$ cat src/rtl/ir_pkg.sv
// -----------------------------------------------------------------------------
// ir_pkg
// Shared definitions for the IR code-playback path: the carrier generator
// state type, the default carrier value width, and the nominal system clock.
// -----------------------------------------------------------------------------
package ir_pkg;

  // Nominal system clock in MHz, shared with the controller and delay timer.
  localparam int CLK_MHZ = 8;

  // Default width of the carrier half-period compare value.
  localparam int PWM_BITS_DEFAULT = 8;

  typedef enum logic [1:0] {
    S_IDLE,
    S_RUN,
    S_FORCED
  } e_carrier_state;

endpackage : ir_pkg

$ cat src/rtl/carrier_prescaler.sv
// -----------------------------------------------------------------------------
// carrier_prescaler
// Divides the system clock into carrier count ticks: one tick every PRESCALE
// clocks while enabled. Clear holds the divider at zero so the first tick
// after release lands exactly PRESCALE clocks later.
//
// Ports:
//   clock_in  - system clock
//   reset_in  - asynchronous active-high reset
//   enable_i  - count while high
//   clear_i   - synchronous clear to zero (wins over enable)
//   tick_o    - high for the clock in which the divider is at its last step
// -----------------------------------------------------------------------------
module carrier_prescaler #(
  parameter int PRESCALE      = 1,
  parameter int PRESCALE_BITS = 4
) (
  input  logic clock_in,
  input  logic reset_in,
  input  logic enable_i,
  input  logic clear_i,
  output logic tick_o
);

  localparam logic [PRESCALE_BITS-1:0] LAST = PRESCALE_BITS'(PRESCALE - 1);

  logic [PRESCALE_BITS-1:0] pre_q;
  logic [PRESCALE_BITS-1:0] pre_d;

  always_comb begin
    // NOTE: every variable driven here gets a default first so no path
    // leaves it unassigned, which would otherwise infer a latch.
    pre_d = pre_q;
    if (clear_i) begin
      pre_d = '0;
    end else if (enable_i) begin
      pre_d = (pre_q == LAST) ? '0 : pre_q + PRESCALE_BITS'(1);
    end
  end

  // NOTE: sequential state uses non-blocking assignments only, and the reset
  // is in the sensitivity list so it acts without waiting for a clock edge.
  always_ff @(posedge clock_in or posedge reset_in) begin
    if (reset_in) begin
      pre_q <= '0;
    end else begin
      pre_q <= pre_d;
    end
  end

  // With PRESCALE=1 LAST is zero and the divider never leaves zero, so every
  // enabled clock is a tick.
  assign tick_o = enable_i && !clear_i && (pre_q == LAST);

endmodule : carrier_prescaler

$ cat src/rtl/ir_carrier_pwm.sv
// -----------------------------------------------------------------------------
// ir_carrier_pwm
// IR LED carrier generator. A carrier half-period value is written over a
// level strobe / one-cycle ack handshake; while enabled the LED drive toggles
// every (value+1)*PRESCALE clocks starting with a mark. A forced mode drives
// the LED constantly high. Values written while running are held in a shadow
// register and take effect at the next period boundary (low->high toggle).
//
// Ports:
//   clock_in          - system clock
//   reset_in          - asynchronous active-high reset
//   pwm_enable_in     - run modulated carrier while high
//   pwm_forced_in     - constant-high output while high (beats enable)
//   pwm_wr_strobe_in  - write request level; captured on its rising edge
//   pwm_value_in      - carrier half-period value, sampled at capture
//   pwm_wr_ack_out    - one-cycle acknowledge, the cycle after capture
//   pwm_out           - registered LED drive
//   pwm_active_out    - high while running or forced
// -----------------------------------------------------------------------------
module ir_carrier_pwm
  import ir_pkg::*;
#(
  parameter int PWM_BITS      = PWM_BITS_DEFAULT,
  parameter int PRESCALE      = 1,
  parameter int PRESCALE_BITS = 4
) (
  input  logic                clock_in,
  input  logic                reset_in,
  input  logic                pwm_enable_in,
  input  logic                pwm_forced_in,
  input  logic                pwm_wr_strobe_in,
  input  logic [PWM_BITS-1:0] pwm_value_in,
  output logic                pwm_wr_ack_out,
  output logic                pwm_out,
  output logic                pwm_active_out
);

  e_carrier_state state_q, state_d;

  logic [PWM_BITS-1:0] cnt_q, cnt_d;
  logic [PWM_BITS-1:0] active_q, active_d;
  logic [PWM_BITS-1:0] shadow_q, shadow_d;
  logic                pending_q, pending_d;
  logic                pwm_q, pwm_d;
  logic                strobe_q;
  logic                ack_q;

  logic capture;
  logic tick;
  logic run_stay;
  logic run_leave;
  logic half_done;
  logic boundary;

  carrier_prescaler #(
    .PRESCALE      (PRESCALE),
    .PRESCALE_BITS (PRESCALE_BITS)
  ) u_prescaler (
    .clock_in (clock_in),
    .reset_in (reset_in),
    .enable_i (state_q == S_RUN),
    .clear_i  (state_q != S_RUN),
    .tick_o   (tick)
  );

  // A held strobe captures only once; it must drop for a cycle to re-arm.
  assign capture = pwm_wr_strobe_in && !strobe_q;

  // State register.
  always_ff @(posedge clock_in or posedge reset_in) begin
    if (reset_in) begin
      state_q <= S_IDLE;
    end else begin
      state_q <= state_d;
    end
  end

  // Next state: forced beats enable; a zero carrier value never starts
  // running, but a run already in progress continues.
  always_comb begin
    state_d = S_IDLE;
    if (pwm_forced_in) begin
      state_d = S_FORCED;
    end else if (pwm_enable_in && (state_q == S_RUN || active_q != '0)) begin
      state_d = S_RUN;
    end
  end

  assign run_stay  = (state_q == S_RUN) && (state_d == S_RUN);
  assign run_leave = (state_q == S_RUN) && (state_d != S_RUN);
  assign half_done = run_stay && tick && (cnt_q == active_q);
  // A half period ending while low is the low->high toggle, i.e. a new period.
  assign boundary  = half_done && !pwm_q;

  // Output logic: the LED drive is computed from the next state so that the
  // first cycle in S_RUN already shows the mark.
  always_comb begin
    pwm_d = 1'b0;
    unique case (state_d)
      S_FORCED: pwm_d = 1'b1;
      S_RUN:    pwm_d = (state_q != S_RUN) ? 1'b1 : (pwm_q ^ half_done);
      default:  pwm_d = 1'b0;
    endcase
    pwm_active_out = (state_q == S_RUN) || (state_q == S_FORCED);
  end

  // Datapath: half-period counter and carrier value registers.
  always_comb begin
    cnt_d     = '0;
    active_d  = active_q;
    shadow_d  = shadow_q;
    pending_d = pending_q;

    if (run_stay) begin
      cnt_d = cnt_q;
      if (tick) begin
        cnt_d = (cnt_q == active_q) ? '0 : cnt_q + PWM_BITS'(1);
      end
    end

    if ((boundary || run_leave) && pending_q) begin
      active_d  = shadow_q;
      pending_d = 1'b0;
    end

    // Ordered after the reload so a capture coinciding with a period
    // boundary keeps pending set with the new value in the shadow.
    if (capture) begin
      if (state_q == S_RUN) begin
        shadow_d  = pwm_value_in;
        pending_d = 1'b1;
      end else begin
        active_d = pwm_value_in;
      end
    end
  end

  always_ff @(posedge clock_in or posedge reset_in) begin
    if (reset_in) begin
      cnt_q     <= '0;
      active_q  <= '0;
      shadow_q  <= '0;
      pending_q <= 1'b0;
      pwm_q     <= 1'b0;
      strobe_q  <= 1'b0;
      ack_q     <= 1'b0;
    end else begin
      cnt_q     <= cnt_d;
      active_q  <= active_d;
      shadow_q  <= shadow_d;
      pending_q <= pending_d;
      pwm_q     <= pwm_d;
      strobe_q  <= pwm_wr_strobe_in;
      ack_q     <= capture;
    end
  end

  assign pwm_out        = pwm_q;
  assign pwm_wr_ack_out = ack_q;

endmodule : ir_carrier_pwm

$ cat config.mk
export PLATFORM = sky130hd
export DESIGN_NAME = ir_carrier_pwm
export DESIGN_NICKNAME = d
export VERILOG_FILES = /design/src/rtl/ir_pkg.sv /design/src/rtl/carrier_prescaler.sv /design/src/rtl/ir_carrier_pwm.sv
export SDC_FILE = /design/constraint.sdc
export NUM_CORES = 1
export LEC_CHECK = 0
export CORE_MARGIN = 4
export CORE_UTILIZATION = 30
export CTS_BUF_LIST = sky130_fd_sc_hd__clkbuf_8 sky130_fd_sc_hd__clkbuf_16
export DETAILED_ROUTE_END_ITERATION = 7
export HOLD_SLACK_MARGIN = 0.02
export PLACE_DENSITY = 0.57
export SLEW_MARGIN = 5
export SYNTH_ARGS = -nofsm -noshare
export SYNTH_HDL_FRONTEND = slang
export SYNTH_SLANG_ARGS = --single-unit
$ cat constraint.sdc
create_clock -name clock_in -period 2.6 [get_ports clock_in]
set_input_delay 0.65 -clock clock_in [delete_from_list [all_inputs] [get_ports clock_in]]
set_output_delay 0.65 -clock clock_in [all_outputs]
set_load 0.01 [all_outputs]
# After elaboration in Yosys (flattened, before gate mapping)
# Index checks and enable logic that the tools add are counted.
# totals
ramBits,0
wordCells,56
romBits,0
n_memories,0
latch_bits,0
out_inout_bits,3
in_bits,13
ff_bits,34
# op_classes
div_mod_pow,0
n_lt_le_gt_ge,0
addsub,2
reduce_logical,20
n_mux,16
shifts,0
mul,0
bitwise_logic,1
n_eq_ne,8
# ops
cell,count
two-way mux 8 bit,6
two-way mux 4 bit,3
logical AND 1 bit,10
adder 8 x 1 -> 8 bit (second input constant),1
== test 8 bit,1
nonzero test 8 bit,1
two-way mux 1 bit,5
adder 4 x 1 -> 4 bit (second input constant),1
== test 2 x 1 -> 1 bit (second input constant),2
== test 2 bit (second input constant),2
logical NOT 4 bit,1
!= test 2 x 1 -> 1 bit (second input constant),2
logical NOT 1 bit,3
logical OR 1 bit,3
two-way mux 2 bit,1
!= test 2 bit (second input constant),1
one-hot mux 1 bit (2 select lines),1
AND reduction 2 bit,1
nonzero test 2 bit,1
bitwise XOR 1 bit,1

# Depth between registers and ports, before layout
# depth
ltp_word,15
ltp_mapped,10
mapped_depth_nobuf,8

# Cells and area by module
# From an unflattened synthesis, not the netlist that was laid out.
# unflattened
cells_unflattened,165
area_unflattened_um2,1749.2
# by_module_without_submodules
mod,instances,cells_per_inst,seq_area_each_um2,area_per_inst_um2
ir_carrier_pwm,1,140,750.7,1492.7
carrier_prescaler,1,25,100.1,256.5

# Worst setup path after synthesis
# OpenSTA, ideal clock, no wires.
# synth_path
path_type,register -> register
from,register u_prescaler.pre_q[0]
to,register active_q[0]
setup_time_ns,0.082
required_ns,2.518
path_slack_ns,0.496
synth_period_minus_slack_ns,2.104
path_stages_with_launch,10
path_buffers,1
t_arrival_ns,2.022
path_cell_list,dfrtp_1 -> inv_1 -> ha_1 -> or3b_4 -> nor4_1 -> ha_1 -> a21o_1 -> clkbuf_1 -> nand3_1 -> a31oi_1
# synth_between
elab_chain_len,10
# synth_lines
element,line_no,text
start: declaration,carrier_prescaler.sv:27,logic [PRESCALE_BITS-1:0] pre_q;
start signal: assignment,carrier_prescaler.sv:47,pre_q <= pre_d;
logical NOT 4 bit (*),carrier_prescaler.sv:53,assign tick_o = enable_i && !clear_i && (pre_q == LAST);
logical AND 1 bit (*),carrier_prescaler.sv:53,
logical AND 1 bit (*) (2 in a row),ir_carrier_pwm.sv:91,assign half_done = run_stay && tick && (cnt_q == active_q);
logical AND 1 bit (*),ir_carrier_pwm.sv:93,assign boundary = half_done && !pwm_q;
logical OR 1 bit (*),ir_carrier_pwm.sv:121,if ((boundary || run_leave) && pending_q) begin
logical AND 1 bit (*),ir_carrier_pwm.sv:121,
two-way mux 8 bit (*),ir_carrier_pwm.sv:121,
two-way mux 8 bit,ir_carrier_pwm.sv:129,if (state_q == S_RUN) begin
two-way mux 8 bit (*),ir_carrier_pwm.sv:128,if (capture) begin
via active_d[0],ir_carrier_pwm.sv:41,"logic [PWM_BITS-1:0] active_q, active_d;"
end signal: assignment,ir_carrier_pwm.sv:149,active_q <= active_d;
end: declaration,ir_carrier_pwm.sv:41,
# The timed path passes the listed nets; every way through them passes the cells marked *.
# A chain may end at the register's enable or synchronous reset.

# Worst setup path after layout
# layout_path
from,register u_prescaler.pre_q[0]
to,register active_q[7]
# Same word-level chain as after synthesis.

==> results.txt <==
Status -> finished, final reports clean
Power Density -> 581 mW/mm^2
Cell internal pwr -> 883 uW
NumNets Final -> 202
Skew final -> 0.00288 ns
Overall Global Routing Usage -> 10.5%
Synth Cell Area -> 0.00173 mm^2
Number of synthesized flops with an enable pin -> 0
FF/Latch Area -> 851 um^2
P_sw -> 304 uW
Num CTS Buffers -> 5
Synth top area share -> 49.1%
CTS tree -> done
Critical path type -> register to register
Largest net degree at the start of global routing -> 35
ANT cells -> 0
Core Region -> 0.00554 mm^2
Asr flop ratio synth -> 100%
Syn Inst Count -> 167
VDD IR-drop max -> 279 uV
Num ports -> 16
CP arrival -> 2.44 ns
Hold Fails Final Rpt -> 0
Fin Setup TNS -> 0 ns
CP Capture Type -> register
Final worst path period share -> 86.1%
Starting DRT DRC Count -> 50
Post-DP Area -> 0.00195 mm^2
Cell mode on critical path -> ha_1
Grt ovf -> 0
Comb pwr share -> 13.4%
CP max FO -> 9
Place WS -> 0.0827 ns
Number of global-route vias before repair -> 1293
Post-route design area -> 0.00204 mm^2
First-pass GRT wire length -> 6000 um
Clock Tree Buf Depth -> 2
Drt pass-1 iters -> 4
Final Setup Violations -> 0
Worst endpoint required time -> 2.80 ns
PortBufs -> 15
Seq/Total Area, Yosys -> 49.1%
Routed Antenna Nets -> 0
Slew @ Worst Pin -> 0.558 ns
Count leader, synth -> dfrtp_1
Sequential power share -> 53.4%
Maxcap violations -> 0
Startpoint of the worst hold path -> strobe_q$_DFF_PP0_
Slew Limit Fails -> 0
Via-to-Cell Ratio -> 4.94
Reg-to-reg endpoint -> active_q[7]$_DFF_PP0_
Relative slew slack -> 62.8%
Min cycle time layout -> 2.24 ns
Multi-input logic area -> 816 um^2
Largest stage delay, worst path -> 0.41 ns
Worst skew pair latency -> 0.28 ns
RSZ-0062 raised after global routing -> no
Die Ht -> 84 um
Area leader, netlist -> dfrtp_1
Switching share of power -> 25.6%
Mapped Avg Cell Area -> 10.4 um^2
Worst Setup Start Kind -> register
Syn_nets -> 185
Full die area -> 0.00706 mm^2
Layout cell share with drive strength beyond 1 -> 14.1%
Initial antenna violation count -> 0
Clk pwr share -> 33.2%
R2R Setup Slk -> 0.36 ns
Synth top area cells -> dfrtp_1 49%, mux2_2 5.2%, xnor2_1 5.1%
Worst Setup EP -> active_q[7]$_DFF_PP0_
GP Congestion -> 0.742
CTS clk-pin slew, worst paths -> 0.07 ns
Layout area overhead -> 17.9%
Final WL -> 3260 um
Die W -> 84 um
Yosys warns -> 0
Worst R2R Path Depth -> 8
Synth cell types -> 42
HP Class -> register to register
RR Startpoint -> u_prescaler.pre_q[0]$_DFF_PP0_
# rows -> 27
Final worst setup slack -> 0.362 ns
Wirelength per Cell -> 12.7 um
Commonest cells post-synth -> 34 x dfrtp_1, 13 x nand3_1, 13 x o21ai_0, 11 x nand2_1
Clock H-tree levels -> 2
Starting Density -> 31.3%
Power, Total -> 1190 uW
Setup crit start -> u_prescaler.pre_q[0]$_DFF_PP0_
CTS resizes -> 0
Post-CTS Setup Bufs -> 0
Worst-path cell chain -> inv_1 -> ha_1 -> or3b_4 -> nor4_1 -> ha_1 -> a21o_1 -> nand3_1 -> a31oi_1
Top FF cell, synth -> dfrtp_1
Clk root buf -> clkbuf_8
CTS sink count -> 34
Drt drc -> 0
Pleak -> 0.000845 uW
Dpl hpwl -> 2360 um
Hold_buf cts -> 0
Filler cells -> 589
CP max stage cell -> or3b_4
Yosys reg bits -> 34
Vias post-DR -> 1270
Fmax -> 0.447 GHz
[cells in the final DEF, fill, tap and decap left out, types with 2 or more instances in the layout]
cell type	netlist	final
nand3_1	13	13
dfrtp_1	34	34
clkdlybuf4s50_1	0	15
nor4_1	2	2
o211ai_1	4	4
a31oi_1	9	9
xnor2_1	10	10
inv_1	8	9
clkbuf_8	0	6
buf_4	0	2
nor2_1	10	10
nand2_1	11	11
ha_1	5	5
nor3_1	4	4
mux2_2	8	8
o21ai_0	13	13
nand2b_1	3	3
and2_1	3	3
[metal layers]
layer	vias to the layer above	GRT usage, %	part of all wire [%]
met5	-	0	0
met4	0	4.39	1.7
met3	4	3.26	3.6
met2	17	16.8	48
met1	618	12.9	47
li1	631	-	-
[area by class of cell]
| type | instances | area share [%] |
|---|---|---|
| timing repair buffer | 17 | 8.08 |
| clock inverter | 2 | 0.429 |
| sequential | 34 | 41.6 |
| inverter | 8 | 1.47 |
| tap | 72 | 4.41 |
| multi-input combinational | 118 | 39.9 |
| clock buffer | 6 | 4.04 |
[critical path: cells and delay by family (launching register included)]
family / cells / cell delay, ns
flip-flops: 1 / 0.40
adder cells (fa/ha/maj): 2 / 0.37
buffers and inverters: 1 / 0.07
AND/OR/NAND/NOR: 3 / 0.85
AO/OA/AOI/OAI: 2 / 0.45
[flip-flops by register name, summed over array words and instances, names as in the netlist]
name / count
shadow_q: 8
state_q: 2
pwm_wr_ack_out: 1
u_prescaler.pre_q: 4
pending_q: 1
strobe_q: 1
pwm_out: 1
cnt_q: 8
active_q: 8
[how the worst min path moves through the flow]
stage	endpoint	slack [ns]	depth (start not counted)
5_1_grt	pwm_wr_ack_out$_DFF_PP0_	0.44	1
2_1_floorplan	pwm_wr_ack_out$_DFF_PP0_	0.40	1
3_3_place_gp	pwm_wr_ack_out$_DFF_PP0_	0.41	1
3_5_place_dp	pwm_wr_ack_out$_DFF_PP0_	0.42	1
6_report	pwm_wr_ack_out$_DFF_PP0_	0.44	1
4_1_cts	pwm_wr_ack_out$_DFF_PP0_	0.43	1
[logic make-up (layout without fill, tap and decap cells)]
logic type	Yosys count	in the layout	share of synthesized area, %
flops	34	34	49.1
mux	8	8	5.20
simple gates	56	56	18.3
compound gates	38	38	14.4
fa+ha+maj	5	5	3.61
buf+inv	15	33	3.83
xor+xnor	11	11	5.56
[power by group through the flow]
stage	clock network [uW]	logic [uW]	registers [uW]
final	395	159	634
after global routing	442	180	644
after CTS	412	163	634
after detailed placement	0	162	644
after global placement	0	159	643
after floorplan	0	117	627
[per-stage QoR]
stage	hold WS, ns	utilization, %	std cells
5_1_grt	0.444	36.9	257
4_1_cts	0.433	36.9	257
3_5_place_dp	0.423	35.2	249
3_3_place_gp	0.407	35.2	249
2_1_floorplan	0.400	-	167
6_report	0.436	36.9	257
No activity file was read; power rests on OpenSTA's default activity.
